File: src/rtl/regfile_write_arbiter.sv
// Two-requester arbiter for the register file write port: A has fixed priority,
// B is forced through after STARVE_LIMIT consecutive losses. The winner is registered.
module regfile_write_arbiter #(
    parameter int size         = 32,
    parameter int STARVE_LIMIT = 3,
    parameter int ZERO_REG     = 1
) (
    input  logic            clk,
    input  logic            rst,
    input  logic            a_valid,
    input  logic [4:0]      a_addr,
    input  logic [size-1:0] a_data,
    output logic            a_ready,
    input  logic            b_valid,
    input  logic [4:0]      b_addr,
    input  logic [size-1:0] b_data,
    output logic            b_ready,
    input  logic            wb_stall,
    output logic            reg_write,
    output logic [4:0]      write_register,
    output logic [size-1:0] write_data,
    output logic [3:0]      starve_cnt
);

    localparam logic [3:0] LIMIT         = 4'(STARVE_LIMIT);
    localparam bit         SUPPRESS_ZERO = (ZERO_REG != 0);

    logic            reg_write_q, reg_write_d;
    logic [4:0]      write_register_q, write_register_d;
    logic [size-1:0] write_data_q, write_data_d;
    logic [3:0]      starve_cnt_q, starve_cnt_d;
    logic            force_b;

    // Grant: nothing is accepted during reset or a downstream stall
    always_comb begin
        force_b = 1'b0;
        a_ready = 1'b0;
        b_ready = 1'b0;
        if (!rst && !wb_stall) begin
            force_b = (starve_cnt_q == LIMIT) && b_valid;
            b_ready = b_valid && (force_b || !a_valid);
            a_ready = a_valid && !force_b;
        end
    end

    always_comb begin
        reg_write_d      = 1'b0;
        write_register_d = write_register_q;
        write_data_d     = write_data_q;
        starve_cnt_d     = starve_cnt_q;
        if (a_ready) begin
            write_register_d = a_addr;
            write_data_d     = a_data;
            reg_write_d      = !(SUPPRESS_ZERO && (a_addr == 5'd0));
        end else if (b_ready) begin
            write_register_d = b_addr;
            write_data_d     = b_data;
            reg_write_d      = !(SUPPRESS_ZERO && (b_addr == 5'd0));
        end
        // Loss counter saturates at the limit so the forced grant stays armed
        if (!wb_stall) begin
            if (b_ready || !b_valid) begin
                starve_cnt_d = 4'd0;
            end else if (a_ready && (starve_cnt_q != LIMIT)) begin
                starve_cnt_d = starve_cnt_q + 4'd1;
            end
        end
    end

    always_ff @(posedge clk) begin
        if (rst) begin
            reg_write_q      <= 1'b0;
            write_register_q <= 5'd0;
            write_data_q     <= '0;
            starve_cnt_q     <= 4'd0;
        end else begin
            reg_write_q      <= reg_write_d;
            write_register_q <= write_register_d;
            write_data_q     <= write_data_d;
            starve_cnt_q     <= starve_cnt_d;
        end
    end

    assign reg_write      = reg_write_q;
    assign write_register = write_register_q;
    assign write_data     = write_data_q;
    assign starve_cnt     = starve_cnt_q;

endmodule

File: config.mk
export PLATFORM = sky130hd
export DESIGN_NAME = regfile_write_arbiter
export DESIGN_NICKNAME = d
export VERILOG_FILES = /design/src/rtl/regfile_write_arbiter.sv
export SDC_FILE = /design/constraint.sdc
export NUM_CORES = 1
export LEC_CHECK = 0
export ABC_CLOCK_PERIOD_IN_PS = 4700
export CAP_MARGIN = 20
export CELL_PAD_IN_SITES_DETAIL_PLACEMENT = 0
export CELL_PAD_IN_SITES_GLOBAL_PLACEMENT = 1
export CORE_UTILIZATION = 30
export CTS_CLUSTER_SIZE = 25
export DETAILED_ROUTE_END_ITERATION = 7
export PLACE_DENSITY_LB_ADDON = 0.1
export SYNTH_ARGS = -nofsm -noshare
export SYNTH_HDL_FRONTEND = slang
export SYNTH_SLANG_ARGS = --single-unit
File: constraint.sdc
create_clock -name clk -period 4.7 [get_ports clk]
set_input_delay 0.94 -clock clk [delete_from_list [all_inputs] [get_ports clk]]
set_output_delay 0.94 -clock clk [all_outputs]
set_load 0.02 [all_outputs]
==> results of run 1 <==
==> report_power, final <==
part | total (W) | switching (W) | leakage, nW | internal (W)
Sequential | 0.000393 | 0.0000123 | 0.347 | 0.000381
Combinational | 0.000242 | 0.000105 | 0.768 | 0.000137
Clock | 0.000275 | 0.000127 | 0.0575 | 0.000149
==> per-layer routing <==
metal | share of wire (%) | up-vias | track usage (%)
met1 | 45 | 953 | 20.53
met3 | 9.0 | 6 | 5.372
met2 | 45 | 76 | 26.50
met5 | 0 | - | 0
li1 | - | 1009 | -
met4 | 0.76 | 0 | 3.577
==> registers in the layout (all words and copies together) (netlist names) <==
signal	count
starve_cnt	4
write_register	5
reg_write	1
write_data	32
==> kinds of logic after synthesis <==
group                      count (synthesis)  synth area share [%]
buffers and inverters                     22                 7.405
DFF                                       42                 37.99
and+or+nand+nor                           61                 16.05
AOI/OAI and AO/OA                         44                 21.26
adders and majority gates                  1                0.5652
muxes                                     37                 16.73
==> cell usage in the layout, fill, tap and decap left out, types with 2 or more instances in the layout <==
cell type and instances:
buf_4 5, a211oi_1 7, clkbuf_8 8, nand4_1 2, nor2b_1 3, clkdlybuf4s50_1 121, or4_1 3, mux2i_1 37
nand2_1 3, nand2b_1 2, a211oi_2 30, a21oi_1 2, dfxtp_1 42, o21ai_0 2, nor3_1 38
==> worst register-to-register path, delay by kind of cell (launching register included) <==
| kind | cells | cell delay (ns) |
|---|---|---|
| buffers and inverters | 2 | 0.74 |
| DFF | 1 | 0.41 |
| AOI/OAI and AO/OA | 1 | 0.09 |
| and+or+nand+nor | 2 | 0.96 |
| adders and majority gates | 1 | 0.23 |
==> stage by stage <==
step	instance area, um2	setup WS [ns]	std cells
5_1_grt	3540	0.9722	416
6_report	3540	1.074	416
4_1_cts	3540	1.069	416
3_3_place_gp	3430	1.099	408
3_5_place_dp	3430	1.071	408
2_1_floorplan	2213	1.918	207
==> worst max path at each step <==
stage | slack [ns] | cells after the start | from | end
after floorplan | 1.92 | 5 | wb_stall | b_ready
after CTS | 1.07 | 5 | b_valid | b_ready
after detailed placement | 1.07 | 5 | b_valid | b_ready
final | 1.07 | 5 | b_valid | b_ready
after global placement | 1.10 | 5 | b_valid | b_ready
after global routing | 0.97 | 5 | b_valid | a_ready
==> cell type report <==
cell class	count	area, um2
tap	96	120.1
sequential	42	840.8
multi-input combinational	143	1215
timing repair buffer	127	1254
clock buffer	8	110.1
fill	659	3405
==> metrics.md, run 1 <==
| Metric | Value |
|---|---|
| Initial antenna violation count | 0 |
| Clock buffer count from CTS | 5 |
| IO Count | ~120 |
| Site Rows | 30 |
| Worst Tran Pin Value | a little under 0.8 ns |
| Top post-synthesis cells by count | 42 x dfxtp_1, 38 x nor3_1, 37 x mux2i_1 |
| CTS-repair resized insts | 0 |
| Count leader, synth | dfxtp_1 |
| Sequential fraction of the synthesis area | between 30% and 40% |
| DR iter-0 viols | between 40 and 50 |
| First-pass GRT wire length | about 9600 um |
| P&R area growth vs syn | 59.92% |
| Final setup fails | 0 |
| Die Wd | between 80 and 90 um |
| Vias | approximately 2000 |
| HP Start | starve_cnt[1]$_SDFFE_PP0P_ |
| Largest net degree at the start of global routing | 43 |
| TritonCTS clock tree | done |
| DIE AREA | about 0.0077 mm2 |
| ANT nets after route | 0 |
| Die Height | 87.90 um |
| Area leader, netlist | dfxtp_1 |
| Drc violations | 0 |
| Fraction of registers with async set/reset | 0% |
| Crit-path max FO | 7 |
| Top-area cell type share of the netlist area | around 38% |
| Total power | 0.0009100 W |
| Max Clock Skew | between 0.003 and 0.004 ns |
| Crit. End Element | output pin |
| Crit path time final | around 3.6 ns |
| Synth Warn # | 0 |
| Hold Path Sink | starve_cnt[1]$_SDFFE_PP0P_ |
| Total track usage | approximately 16% |
| Number of port buffers | approximately 120 |
| Number of flops mapped to enable cells by yosys | 0 |
| Clk_lat worst skew | 0.29 ns |
| Number of max-cap violations | 0 |
| Hold WC Path Type | flip-flop to flip-flop |
| Worst-path clk slew | ~0.080 ns |
| Hold_buf cts | 0 |
| Max Slew Vio Count | 0 |
| Max incr delay on CP | around 0.60 ns |
| Worst hold path depth | 2 |
| Ys flop type | dfxtp_1 |
| Routability congestion estimate | between 0.7 and 0.8 |
| Mapped Cells | 207 |
| Slowest CP cell | clkdlybuf4s50_1 |
| Crit-path most repeated cell | clkdlybuf4s50_1 |
| Worst setup path category | primary input to output pin |
| Critical Path RT | about 3.8 ns |
| Detailed Route WL | about 6300 um |
| Flop2flop setup slack | about 2.1 ns |
| CTS Root Cell | clkbuf_8 |
| Worst reg2reg path endpoint | write_data[28]$_SDFFE_PP0P_ |
| CTS Buffer Depth | 2 |
| Syn Area/Cell | 10.69 um2 |
| WHS | just under 0.5 ns |
| Nets@finish | approximately 400 |
| Vias in the first global route | 1931 |
| Syn nets | around 290 |
| Clk sink count | 42 |
| RSZ-0062 raised after global routing | false |
| Crit path cell chain | clkdlybuf4s50_1 -> and4bb_4 -> nand2b_1 -> and2_1 -> clkdlybuf4s50_1 |
| Post-route clock period utilization | 77.16% |
| ANT cells | 0 |
| CP Buf/Inv Count | 2 |
| CTS H-Tree Depth | 2 |
| Power Dens Cells | 257.1 mW/mm2 |
| Wire per inst | roughly 15 um |
| R2R depth | 6 |
| Share of cells above drive strength 1 | roughly 15% |
| DR pass1 iterations | 4 |
| Worst r2r src | starve_cnt[0]$_SDFFE_PP0P_ |
| Max Fclk | between 200 and 300 MHz |
| Leak | roughly 1.2 nW |
| HPWL after DPL | ~4300 um |
| Vias/cell | between 4 and 5 |
| Relative slew slack | 48.71% |
| Placeable Area | roughly 0.007 mm2 |
| Worst vdd ir | 0.0001326 V |
| CP top delay family | buffers and inverters |
| Syn Std Cell Area | roughly 0.0022 mm2 |
| Final hold violation count | 0 |
| Netlist cell types | 31 |
| Initial Util | 31.87% |
| Synth area leaders | dfxtp_1 38%, a211oi_2 17%, mux2i_1 17%, nor3_1 8.6%, buf_6 3.1% |
| Status | finished, final reports clean |
| Flop and latch count out of synthesis | 42 |
| Worst setup SP type | primary input |
| Setup TNS | 0 ns |
| Post-CTS setup buffers | 0 |
| GRT overflow | 0 |
| Core Util, Final | ~51% |
| Crit path arrival time | 2.69 ns |
Note: power is estimated with default switching activity, not from simulation.
==> inputs of run 2 (changes only) <==
Settings changed: ABC_CLOCK_PERIOD_IN_PS 4700 to 3100, CORE_UTILIZATION 30 to 25.
Clock period 4.7 ns to 3.1 ns, I/O delays scaled along.
==> run 2 against run 1 <==
Clock-buffer cell count decreased by 1. Global-route usage decreased by 1.4 points. Hold slack improved by 0.011 ns. Routed wire length grew 8.1%. Die area is 20% higher. Clock skew rose by 0.00090 ns. Register-to-register slack worse by 1.1 ns. Critical path depth unchanged. Sequential share of layout area down 0.050 points. Sequential power is 52% higher. Critical path type unchanged. Critical endpoint unchanged.
==> metrics.md, run 2 (synthesis results as in run 1) <==
| Metric | Value |
|---|---|
| Status | finished, final reports clean |
| Drc violations | 0 |
| Placeable Area | 0.008382 mm2 |
| DR pass1 iterations | 4 |
| Power Dens Cells | between 300 and 400 mW/mm2 |
| TritonCTS clock tree | done |
| Initial Util | about a quarter |
| Site Rows | 33 |
| Sequential fraction of design power | ~46% |
| Max Slew Vio Count | 0 |
| CTS-repair resized insts | 0 |
| CTS H-Tree Depth | 2 |
| Number of port buffers | 122 |
| Slowest CP cell | clkdlybuf4s50_1 |
| Fillers | roughly 850 |
| Crit path time final | 2.860 ns |
| Nets@finish | 403 |
| Sw Pwr | 0.0003672 W |
| Leak | between 1 and 1.5 nW |
| Post-route clock period utilization | slightly above 90% |
| Relative slew slack | 53.75% |
| First-pass GRT wire length | between 10000 and 15000 um |
| CTS Root Cell | clkbuf_8 |
| P&R area growth vs syn | 60.26% |
| Area of the multi-input gates | between 0.001 and 0.0015 mm2 |
| Number of max-cap violations | 0 |
| Clock buffer count from CTS | 5 |
| Commonest non-fill, non-tap cell in the layout | clkdlybuf4s50_1 |
| Max layer used | met4 |
| Vias | just over 2000 |
| Routability congestion estimate | around 0.72 |
| Final setup fails | 0 |
| Crit. End Element | output pin |
| GRT overflow | 0 |
| Worst Tran Pin Value | 0.6937 ns |
| Post-CTS setup buffers | 0 |
| Wire length on met1 | between 2000 and 3000 um |
| ANT nets after route | 0 |
| Detailed Route WL | 6851 um |
| Clk_lat worst skew | about 0.29 ns |
| Max incr delay on CP | ~0.60 ns |
| HPWL after DPL | 4587 um |
| DIE AREA | 0.009233 mm2 |
| Crit path cell chain | clkdlybuf4s50_1 -> and4bb_4 -> nand2b_1 -> and2_1 -> clkdlybuf4s50_1 |
| Largest net degree at the start of global routing | 42 |
| Final hold violation count | 0 |
| Sw Share | 28.01% |
| DR iter-0 viols | 18 |
| Total track usage | 14.75% |
| Wire per inst | 16.01 um |
| Worst setup SP type | primary input |
| Setup TNS | 0 ns |
| Clock share of power | 26.2% |
| Max Fclk | approximately 350 MHz |
| Worst-path clk slew | 0.08 ns |
| RSZ-0062 raised after global routing | false |
| Combinational share of power | approximately 28% |
| WHS | 0.5057 ns |
| Vias/cell | 4.801 |
| P_int | 0.0009436 W |
| Hold_buf cts | 0 |
| ANT cells | 0 |
| Crit-path most repeated cell | clkdlybuf4s50_1 |
| Die Wd | about 96 um |
| Worst vdd ir | roughly 0.00017 V |
| Routed wl met3 | ~680 um |
| Commonest cells after routing, fill and taps aside | 121 x clkdlybuf4s50_1, 42 x dfxtp_1, 38 x nor3_1 |
| CTS Buffer Depth | 2 |
| Sequential cell area | approximately 840 um2 |
| Clk sink count | 42 |
| Crit-path max FO | 3 |
| Initial antenna violation count | 0 |
| Crit path arrival time | between 2 and 2.5 ns |
| Critical Path RT | 2.48 ns |
| IO Count | roughly 120 |
| Vias in the first global route | ~2000 |
| Worst setup path category | primary input to output pin |
| Share of cells above drive strength 1 | between 10 and 15% |
| Die Height | a little under 100 um |
| Largest register FFs | 32 |
| Met2 WL post-DR | around 3200 um |
| Max Clock Skew | approximately 0.0042 ns |
| Hold WC Path Type | flip-flop to flip-flop |
==> run 2: worst max-delay path, delay by kind of cell <==
family,cells,cell delay [ns]
buf+inv,2,1.10
simple gates,3,0.53
==> run 2: cell type report <==
| cell class | instances | share of cell area, % |
|---|---|---|
| well taps | 105 | 3.704 |
| repair buffers | 131 | 36.19 |
| flip-flops and latches | 42 | 23.70 |
| multi-input cells | 143 | 34.25 |
| clock buffers | 7 | 2.152 |
==> run 2: worst paths after layout <==
check	from	to	slack (ns)	cells after the start
worst max-delay path	b_valid	b_ready	0.24	5
worst max register to register	starve_cnt[0]$_SDFFE_PP0P_	write_register[1]$_SDFFE_PP0P_	1.04	6
worst min-delay path	starve_cnt[1]$_SDFFE_PP0P_	starve_cnt[1]$_SDFFE_PP0P_	0.51	2
worst min register to register	starve_cnt[1]$_SDFFE_PP0P_	starve_cnt[1]$_SDFFE_PP0P_	0.51	2
==> run 2: per-stage QoR <==
step	setup slack, ns	cells	area (um2)	power [W]	util (%)
2_1_floorplan	0.9581	207	2213	0.0007859	-
3_3_place_gp	0.2720	421	3471	0.0009839	41.41
3_5_place_dp	0.2433	421	3471	0.0009843	41.41
4_1_cts	0.2367	428	3547	0.001334	42.32
5_1_grt	0.1654	428	3547	0.001381	42.32
6_report	0.2396	428	3547	0.001311	42.32
==> run 2: per-layer routing <==
layer  vias to the layer above  track usage (%)
met4                         0            4.229
met2                        77            25.53
met3                         8            6.161
li1                       1018                -
met1                       952            16.47
met5                         -                0
==> run 2: power groups by stage <==
stage               Clock (W)  Sequential (W)  Combinational (W)
floorplan                   0        0.000654           0.000131
global placement            0        0.000608           0.000376
detailed placement          0        0.000608           0.000376
CTS                  0.000360        0.000597           0.000378
global route         0.000383        0.000600           0.000398
finish               0.000344        0.000596           0.000371
